[src/rtl/mult_accum_8b.sv]
// Frame accumulator for the 16-bit multiplier product bus.
// Sums a framed sequence of products under a valid/ready handshake,
// saturating at the accumulator width and flagging overflow per frame.
module mult_accum_8b #(
    parameter int unsigned ACC_W = 20,
    parameter int unsigned LEN_W = 8
) (
    input  logic             clk,
    input  logic             rst_n,
    input  logic             start,
    input  logic [LEN_W-1:0] len,
    input  logic             in_valid,
    input  logic [15:0]      prod,
    output logic             in_ready,
    output logic [ACC_W-1:0] acc_out,
    output logic             out_valid,
    input  logic             out_ready,
    output logic             busy,
    output logic             overflow
);

    localparam logic [ACC_W-1:0] ACC_MAX = '1;

    typedef enum logic [1:0] {
        IDLE  = 2'd0,
        ACCUM = 2'd1,
        HOLD  = 2'd2
    } state_t;

    state_t           state_q, state_d;
    logic [ACC_W-1:0] acc_q, acc_d;
    logic [LEN_W-1:0] cnt_q, cnt_d;
    logic [LEN_W-1:0] len_q, len_d;
    logic             ovf_q, ovf_d;

    // One extra bit on the sum exposes the carry used for saturation;
    // one extra bit on the count keeps len = 2^LEN_W-1 from wrapping.
    logic [ACC_W:0]   sum_c;
    logic [LEN_W:0]   cnt_inc_c;

    // Next-state, accumulate and saturate logic
    always_comb begin
        state_d   = state_q;
        acc_d     = acc_q;
        cnt_d     = cnt_q;
        len_d     = len_q;
        ovf_d     = ovf_q;
        sum_c     = {1'b0, acc_q} + (ACC_W + 1)'(prod);
        cnt_inc_c = {1'b0, cnt_q} + (LEN_W + 1)'(1);

        case (state_q)
            IDLE: begin
                if (start) begin
                    len_d   = len;
                    acc_d   = '0;
                    cnt_d   = '0;
                    ovf_d   = 1'b0;
                    state_d = (len == '0) ? HOLD : ACCUM;
                end
            end
            ACCUM: begin
                if (in_valid) begin
                    acc_d = sum_c[ACC_W] ? ACC_MAX : sum_c[ACC_W-1:0];
                    ovf_d = ovf_q | sum_c[ACC_W];
                    cnt_d = cnt_inc_c[LEN_W-1:0];
                    if (cnt_inc_c == {1'b0, len_q}) begin
                        state_d = HOLD;
                    end
                end
            end
            HOLD: begin
                if (out_ready) begin
                    state_d = IDLE;
                end
            end
            default: begin
                state_d = IDLE;
            end
        endcase
    end

    // State and datapath registers
    always_ff @(posedge clk or negedge rst_n) begin
        if (!rst_n) begin
            state_q <= IDLE;
            acc_q   <= '0;
            cnt_q   <= '0;
            len_q   <= '0;
            ovf_q   <= 1'b0;
        end else begin
            state_q <= state_d;
            acc_q   <= acc_d;
            cnt_q   <= cnt_d;
            len_q   <= len_d;
            ovf_q   <= ovf_d;
        end
    end

    // Outputs decode directly from registered state
    assign in_ready  = (state_q == ACCUM);
    assign out_valid = (state_q == HOLD);
    assign busy      = (state_q != IDLE);
    assign acc_out   = acc_q;
    assign overflow  = ovf_q;

endmodule
[config.mk]
export PLATFORM = sky130hd
export DESIGN_NAME = mult_accum_8b
export DESIGN_NICKNAME = d
export VERILOG_FILES = /design/src/rtl/mult_accum_8b.sv
export SDC_FILE = /design/constraint.sdc
export NUM_CORES = 1
export LEC_CHECK = 0
export CORE_ASPECT_RATIO = 1.2
export CORE_MARGIN = 2
export CORE_UTILIZATION = 30
export DETAILED_ROUTE_END_ITERATION = 10
export GPL_TIMING_DRIVEN = 0
export PLACE_DENSITY = 0.51
export SLEW_MARGIN = 10
export SYNTH_ARGS = -nofsm -noshare
export SYNTH_HDL_FRONTEND = slang
export SYNTH_SLANG_ARGS = --single-unit
export TNS_END_PERCENT = 30
[constraint.sdc]
create_clock -name clk -period 2.8 [get_ports clk]
set_clock_uncertainty 0.05 [all_clocks]
set_input_delay 0.42 -clock clk [delete_from_list [all_inputs] [get_ports clk]]
set_output_delay 0.42 -clock clk [all_outputs]
set_load 0.01 [all_outputs]
# Yosys cells after proc, flatten, opt, wreduce, memory -nomap -nowiden
# Cells that the tools add are included.
[totals]
regBits = 39
in_bits = 29
output_inout_bits = 24
word_cells = 38
[classes]
n_addsub = 2
n_eq_ne = 7
muxes = 16
n_bitwise = 1
reduce_logical = 7
[op_table]
columns = ["cell", "count"]
rows = [
  ["two-way mux 20 bit", 3],
  ["one-hot mux 20 bit (2 select lines)", 1],
  ["adder 20 x 16 -> 21 bit", 1],
  ["two-way mux 8 bit", 2],
  ["one-hot mux 8 bit (2 select lines)", 1],
  ["two-way mux 2 bit", 5],
  ["adder 8 x 1 -> 9 bit (second input constant)", 1],
  ["equality test 9 x 8 -> 1 bit", 1],
  ["logical NOT 8 bit", 1],
  ["one-hot mux 2 bit (3 select lines)", 1],
  ["inequality test 2 x 1 -> 1 bit (second input constant)", 2],
  ["inequality test 2 bit (second input constant)", 2],
  ["AND reduction 4 bit", 1],
  ["nonzero test 2 bit", 2],
  ["AND reduction 3 bit", 1],
  ["equality test 2 x 1 -> 1 bit (second input constant)", 1],
  ["equality test 2 bit (second input constant)", 1],
  ["logical NOT 2 bit", 1],
  ["two-way mux 1 bit", 2],
  ["one-hot mux 1 bit (2 select lines)", 1],
  ["AND reduction 2 bit", 1],
  ["OR 1 bit", 1],
]

# Longest topological paths before layout
# Gate-level depths: netlist of run 1.
[logic_depth]
word_depth = 5
depth_mapped = 9
mapped_depth_nobuf = 8

# Worst setup path after synthesis of run 1
# No wires, ideal clock.
[synth_path]
path_kind = "in2reg"
startpoint = "input prod[0]"
endpoint = "register acc_q[10], in the netlist acc_out[10]"
arrival_time_ns = 2.074
path_slack_ns = 0.540
cell_stages = 9
cell_sequence = "ha_1 fa_1 a211oi_2 nor3_2 o21ai_2 o21ai_4 nand4_4 buf_6 o211ai_2"
[synth_between]
elab_chain_cells = 4
[synth_rtl]
columns = ["item", "line", "rtl"]
rows = [
  ["from (decl)", "13", "input logic [15:0] prod,"],
  ["adder 20 x 16 -> 21 bit", "48", "sum_c = {1'b0, acc_q} + (ACC_W + 1)'(prod);"],
  ["two-way mux 20 bit", "63", "acc_d = sum_c[ACC_W] ? ACC_MAX : sum_c[ACC_W-1:0];"],
  ["two-way mux 20 bit", "62", "if (in_valid) begin"],
  ["one-hot mux 20 bit (2 select lines)", "51", "case (state_q)"],
  ["to (signal assigned)", "86", "acc_q <= '0;"],
  ["to (signal assigned)", "92", "acc_q <= acc_d;"],
  ["to (decl)", "31", "logic [ACC_W-1:0] acc_q, acc_d;"],
]
# No other way between the ends. The select of a mux whose other input is x is not followed.
# A chain may end at the register's enable or synchronous reset.

# Final worst setup path of run 1
[layout_path]
startpoint = "input prod[0]"
endpoint = "register acc_q[12], in the netlist acc_out[12]"
# The elaborated chain is that of the path after synthesis.

==> flow_summary.json, run 1 <==
{
  "result_of_the_run": "complete, no violations",
  "yosys_warnings": 0,
  "netlist_area_um2": 2731,
  "dominant_combinational_cell_family_by_area_after_synthesis": "compound AO/OA/AOI/OAI gates",
  "worst_hold_startpoint": "overflow",
  "area_growth_syn_to_layout_pct": 30.46,
  "globalRouteTotalUtil": 0.1570,
  "post-layout-total-power_uw": 3916,
  "final-hold-violation-count": 0,
  "timing.critical_path.slowest_stage_cell": "fa_1",
  "final_max_slew_viol_count": 0,
  "place_congestion": 0.7899,
  "final_net_count": 399,
  "dominant_cell_by_count_in_the_synthesized_netlist": "dfrtp_1",
  "cp_slowest_stage_delay_ns": 0.44,
  "power_frac_seq": 0.271,
  "ctsRootBufferMaster": "clkbuf_8",
  "setup.worst_path.class": "in2reg",
  "final.min_clock_period_ns": 2.653,
  "tns_ns": 0,
  "die_w_um": 91.11,
  "crit_start": "prod[0]",
  "rows": 38,
  "crit_path_cell_trace": "clkdlybuf4s50_1 > ha_1 > fa_1 > a211oi_2 > nor3_2 > o21ai_2 > o21ai_4 > nand4_4 > buf_6 > o211ai_2",
  "drt_first_pass_iters": 4,
  "setup_repair_after_global_routing_missed_its_margin": "false",
  "synth_compound_area_frac": 0.2437,
  "dp_hpwl_um": 5530,
  "crit_buf_inv": 2,
  "route.detailed.vias_per_inst": 5.114,
  "synth_top_area_frac": 0.3573,
  "core_region_area_um2": 8939,
  "antenna_found_initial": 0,
  "drt-total-wl_um": 7307,
  "portBuffers": 52,
  "cts.reportedPaths.clkPinSlew_ns": 0.09,
  "grt.overflow.total": 0,
  "num_io_pins": 53,
  "grt_first_pass_wirelength_um": 12350,
  "power_switching_share": 0.4170,
  "synth_simple_gate_area_share": 0.1732,
  "tritoncts.num_buffers": 5,
  "wl_per_cell_um": 15.45,
  "cts.sinks": 39,
  "asyncSetResetFlopFracSynth": 1.000,
  "post_synth_fa_ha_maj_area_fraction": 0.08520,
  "powerDensity_nw_per_um2": 1099,
  "post-route-cell-area_um2": 3563,
  "synthTopCellsByCount": "dfrtp_1 (39), nand2_1 (38), o21ai_0 (19)",
  "first_iter_violations": 86,
  "placement.cell_area_um2": 3417,
  "tritoncts": "built",
  "cpLargestDelayFamily": "compound AO/OA/AOI/OAI gates",
  "ctsLongestPathBuffers": 2,
  "pin_count_of_the_biggest_net_entering_global_routing": 28,
  "finalHoldWorstSlack_ns": 0.4714,
  "worstPathMaxFanout": 10,
  "postCtsHoldBufs": 1,
  "cts_setup_buffers": 0,
  "synth_area_per_cell_um2": 9.386,
  "tightest_slew_ns": 0.6505,
  "synth_mux_area_frac": 0.04031,
  "r2r_start": "acc_out[0]",
  "number_of_global_route_vias_before_repair": 2459,
  "internal-power_uw": 2283,
  "synthXorXnorAreaFrac": 0.08016,
  "cp_data_required_time_ns": 2.92,
  "die_height_um": 108.5,
  "layout_worst_path_cycle_share": 0.9477,
  "postSynthNetCount": 338,
  "class_of_the_tightest_hold_or_removal_check": "reg2reg",
  "cts.repair.resized": 0,
  "floorplan.die_area_um2": 9887,
  "arrival_time_of_data_at_the_critical_path_endpoint_ns": 2.77,
  "synthCells": 291,
  "combPwrFrac": 0.580,
  "fmax_ghz": 0.3769,
  "ys_top_cells_by_area": "dfrtp_1 (36%), ha_1 (7.8%), nand2_1 (5.2%)",
  "synth_top_cell_by_area": "dfrtp_1",
  "seq_area_frac_synth": 0.3573,
  "ys_types": 55,
  "antenna-diode-count": 0,
  "clk_latency_ns": 0.30,
  "worstSetupStartpointType": "primary input",
  "clock_power_share": 0.149,
  "ant_nets": 0,
  "initial_core_util": 0.3056,
  "vias": 2419,
  "drive_gt1_frac": 0.1218,
  "power_leakage_uw": 0.001439,
  "net-switching-power_uw": 1633,
  "dominantRegCellSynth": "dfrtp_1",
  "timing.critical_path.to_type": "register",
  "h_tree_depth": 2,
  "max_cap_viol_count": 0,
  "postSynthRegisterBits": 39,
  "timing.max_slew.rel_slack": 0.5663,
  "final-setup-viol-count": 0,
  "route.detailed.drc": 0,
  "vdd.ir_drop.worst_v": 0.0003698,
  "synth_enable_flop_cells": 0,
  "nFillCells": 948
}
[flip-flops by register name, indices dropped and copies added, names as in the netlist]
signal	flops
acc_out	20
state_q	2
len_q	8
overflow	1
cnt_q	8
[cells in the final DEF (no fill, tap or decap), types with 7 or more instances in the layout]
cell type,Yosys,final
a211oi_1,7,7
a21oi_1,18,18
clkdlybuf4s50_1,0,51
dfrtp_1,39,39
ha_1,17,17
mux2_2,8,8
nand2_1,38,38
nand3_1,10,10
nor2_1,13,13
o211ai_1,7,7
o21ai_0,19,19
xnor2_1,16,16
xor2_1,9,9
[metrics by stage]
stage          utilization  worst slack (ns)  instances
4_1_cts             0.3987            0.1273        473
2_1_floorplan            -            0.5397        291
6_report            0.3987            0.1466        473
5_1_grt             0.3987           0.02227        473
3_5_place_dp        0.3823           -0.2178        464
3_3_place_gp        0.3806           -0.1808        463
[final cells by class]
class,count,area [µm²],area share
well taps,120,150.1,0.04213
plain buffers,8,43.79,0.01229
repair buffers,54,545.5,0.1531
multi-input cells,241,1700,0.4772
flip-flops and latches,39,975.9,0.2739
inverters,3,11.26,0.003160
clock inverters,3,67.56,0.01896
clock buffers,5,68.82,0.01931
[final timing paths]
check                         endpoint  cells after the start  slack, ns
hold reg to reg               overflow                      2       0.47
max in group asynchronous     cnt_q[7]                      3       1.72
min in group asynchronous  acc_out[11]                      2       0.52
hold / removal                overflow                      2       0.47
setup reg to reg           acc_out[12]                      9       0.28
setup / recovery           acc_out[12]                     10       0.15
[routing by layer]
layer	wire (µm)	track usage	up-vias	share of wire
met2	3563	0.2725	47	0.49
met1	3410	0.2029	1163	0.47
met5	0	0	-	0
li1	-	-	1201	-
met4	68	0.03896	0	0.0093
met3	265	0.02787	8	0.036
[cell families (layout without fill, tap and decap cells)]
logic type / Yosys count / in the layout
AOI/OAI and AO/OA: 94 / 94
xor gates and xnor gates: 25 / 25
adders and majority gates: 18 / 18
buffers and inverters: 11 / 73
DFF: 39 / 39
muxes: 10 / 10
and+or+nand+nor: 94 / 94
[worst register-to-register path, cell delays in order, from the launching register on]
cell and delay [ns]:
dfrtp_1 0.41, ha_1 0.24, fa_1 0.44, a211oi_2 0.29
nor3_2 0.11, o21ai_2 0.25, o21ai_4 0.11, nand4_4 0.21
buf_6 0.19, o211ai_2 0.09
[power groups by stage]
| stage | combinational, µW | sequential (µW) | clock (µW) |
|---|---|---|---|
| floorplan | 1530 | 1080 | 0 |
| global placement | 2260 | 1070 | 0 |
| detailed placement | 2280 | 1070 | 0 |
| CTS | 2300 | 1060 | 604 |
| global route | 2540 | 1110 | 625 |
| finish | 2270 | 1060 | 584 |
Power figures use the tool's default switching activity.
==> run 2, diff against run 1 <==
ABC_AREA = 0   (was default)
==> results of run 2 <==
Same layout as run 1: the final DEF is identical, and so are final timing and power.
==> run 3, diff against run 2 <==
HOLD_SLACK_MARGIN = 0.08   (was default)
SKIP_CTS_REPAIR_TIMING = 1   (was default)
==> flow_summary.json, run 3 (synthesis results as in run 1) <==
{
  "layout.core_utilization": 0.3987,
  "tritoncts.num_buffers": 5,
  "number_of_global_route_vias_before_repair": 2457,
  "floorplan.die_area_um2": 9887,
  "first_iter_violations": 86,
  "cpLargestDelayFamily": "compound AO/OA/AOI/OAI gates",
  "power_frac_seq": 0.271,
  "core_region_area_um2": 8939,
  "post-route-cell-area_um2": 3563,
  "powerDensity_nw_per_um2": 1099,
  "grt.overflow.total": 0,
  "drt-total-wl_um": 7307,
  "final_net_count": 399,
  "power_switching_share": 0.4170,
  "instances_no_fill": 473,
  "area_growth_syn_to_layout_pct": 30.46,
  "class_of_the_tightest_hold_or_removal_check": "reg2reg",
  "final.setup.worst_slack_ns": 0.1466,
  "timing.critical_path.to_type": "register",
  "clock_power_share": 0.149,
  "timing.max_slew.rel_slack": 0.5663,
  "met1_usage": 0.2024,
  "wl_per_cell_um": 15.45,
  "antenna-diode-count": 0,
  "setup_repair_after_global_routing_missed_its_margin": "false",
  "initial_core_util": 0.3056,
  "most-common-layout-cells": "clkdlybuf4s50_1 (51), dfrtp_1 (39), nand2_1 (38), o21ai_0 (19), a21oi_1 (18)",
  "vias": 2419,
  "finalHoldWorstSlack_ns": 0.4714,
  "h_tree_depth": 2,
  "crit_buf_inv": 2,
  "combPwrFrac": 0.580,
  "final.min_clock_period_ns": 2.653,
  "setup.worst_path.class": "in2reg",
  "arrival_time_of_data_at_the_critical_path_endpoint_ns": 2.77,
  "worstSetupStartpointType": "primary input",
  "fmax_ghz": 0.3769,
  "globalRouteTotalUtil": 0.1570,
  "ctsLongestPathBuffers": 2,
  "rows": 38,
  "cp_slowest_stage_delay_ns": 0.44,
  "power_leakage_uw": 0.001439,
  "dp_hpwl_um": 5530,
  "groute.layer.met3.usage": 0.02857,
  "pin_count_of_the_biggest_net_entering_global_routing": 28,
  "clk_latency_ns": 0.30,
  "grt_first_pass_wirelength_um": 12350,
  "drt_first_pass_iters": 4,
  "top_usage_layer": "met2",
  "ant_nets": 0,
  "num_io_pins": 53,
  "cts.reportedPaths.clkPinSlew_ns": 0.09,
  "timing.critical_path.slowest_stage_cell": "fa_1",
  "place_congestion": 0.7899,
  "final-hold-violation-count": 0,
  "net-switching-power_uw": 1633,
  "groute.layer.met2.usage": 0.2725,
  "result_of_the_run": "complete, no violations",
  "route.detailed.vias_per_inst": 5.114,
  "crit_path_cell_trace": "clkdlybuf4s50_1 > ha_1 > fa_1 > a211oi_2 > nor3_2 > o21ai_2 > o21ai_4 > nand4_4 > buf_6 > o211ai_2",
  "tightest_slew_ns": 0.6505,
  "antenna_found_initial": 0,
  "worstPathMaxFanout": 10,
  "nFillCells": 948,
  "portBuffers": 52,
  "final-setup-viol-count": 0,
  "cp_data_required_time_ns": 2.92,
  "vdd.ir_drop.worst_v": 0.0003698,
  "die_height_um": 108.5,
  "detailedPlace.worstSlack_ns": -0.2178,
  "max_cap_viol_count": 0,
  "placement.cell_area_um2": 3417,
  "layout_worst_path_cycle_share": 0.9477,
  "route.detailed.drc": 0,
  "die_w_um": 91.11,
  "layout_commonest_cell": "clkdlybuf4s50_1",
  "drive_gt1_frac": 0.1218,
  "final_max_slew_viol_count": 0,
  "internal-power_uw": 2283,
  "tritoncts": "built",
  "largest_register_ffs": 20,
  "ctsRootBufferMaster": "clkbuf_8",
  "dpl.cell_count": 464,
  "cts.sinks": 39
}
[run 3: power groups by stage]
stage               clock, µW  combinational [µW]  sequential (µW)
floorplan                   0                1530             1080
global placement            0                2260             1070
detailed placement          0                2280             1070
CTS                       604                2300             1060
global route              625                2540             1110
finish                    584                2270             1060
[run 3: final cells by class]
cell class | instances | area (µm²) | share of cell area
Buffer | 8 | 43.79 | 0.01229
Clock buffer | 5 | 68.82 | 0.01931
Clock inverter | 3 | 67.56 | 0.01896
Inverter | 3 | 11.26 | 0.003160
Multi-Input combinational cell | 241 | 1700 | 0.4772
Sequential cell | 39 | 975.9 | 0.2739
Tap cell | 120 | 150.1 | 0.04213
Timing Repair Buffer | 54 | 545.5 | 0.1531
[run 3: stage by stage]
step | setup TNS [ns] | power, µW
6_report | 0 | 3916
4_1_cts | 0 | 3967
3_5_place_dp | -2.552 | 3352
5_1_grt | 0 | 4275
2_1_floorplan | 0 | 2613
3_3_place_gp | -1.858 | 3331
[run 3: final timing paths]
kind | from | to | slack (ns) | depth (start not counted)
min | overflow | overflow | 0.47 | 2
max in group asynchronous | rst_n | cnt_q[7] | 1.73 | 3
min in group asynchronous | rst_n | acc_out[11] | 0.51 | 2
max reg2reg | acc_out[0] | acc_out[12] | 0.28 | 9
max | prod[0] | acc_out[12] | 0.15 | 10
min reg2reg | overflow | overflow | 0.47 | 2
[run 3: per-layer routing]
layer | wire length (µm) | share of wire | up-vias
met4 | 68 | 0.0093 | 0
met3 | 265 | 0.036 | 8
met1 | 3410 | 0.47 | 1163
met2 | 3563 | 0.49 | 47
met5 | 0 | 0 | -
li1 | - | - | 1201
[run 3: worst reg2reg max path, delay by kind of cell (launching register included)]
kind	cells	cell delay (ns)
adders and majority gates	2	0.68
DFF	1	0.41
and+or+nand+nor	2	0.32
AOI/OAI and AO/OA	4	0.74
buffers and inverters	1	0.19
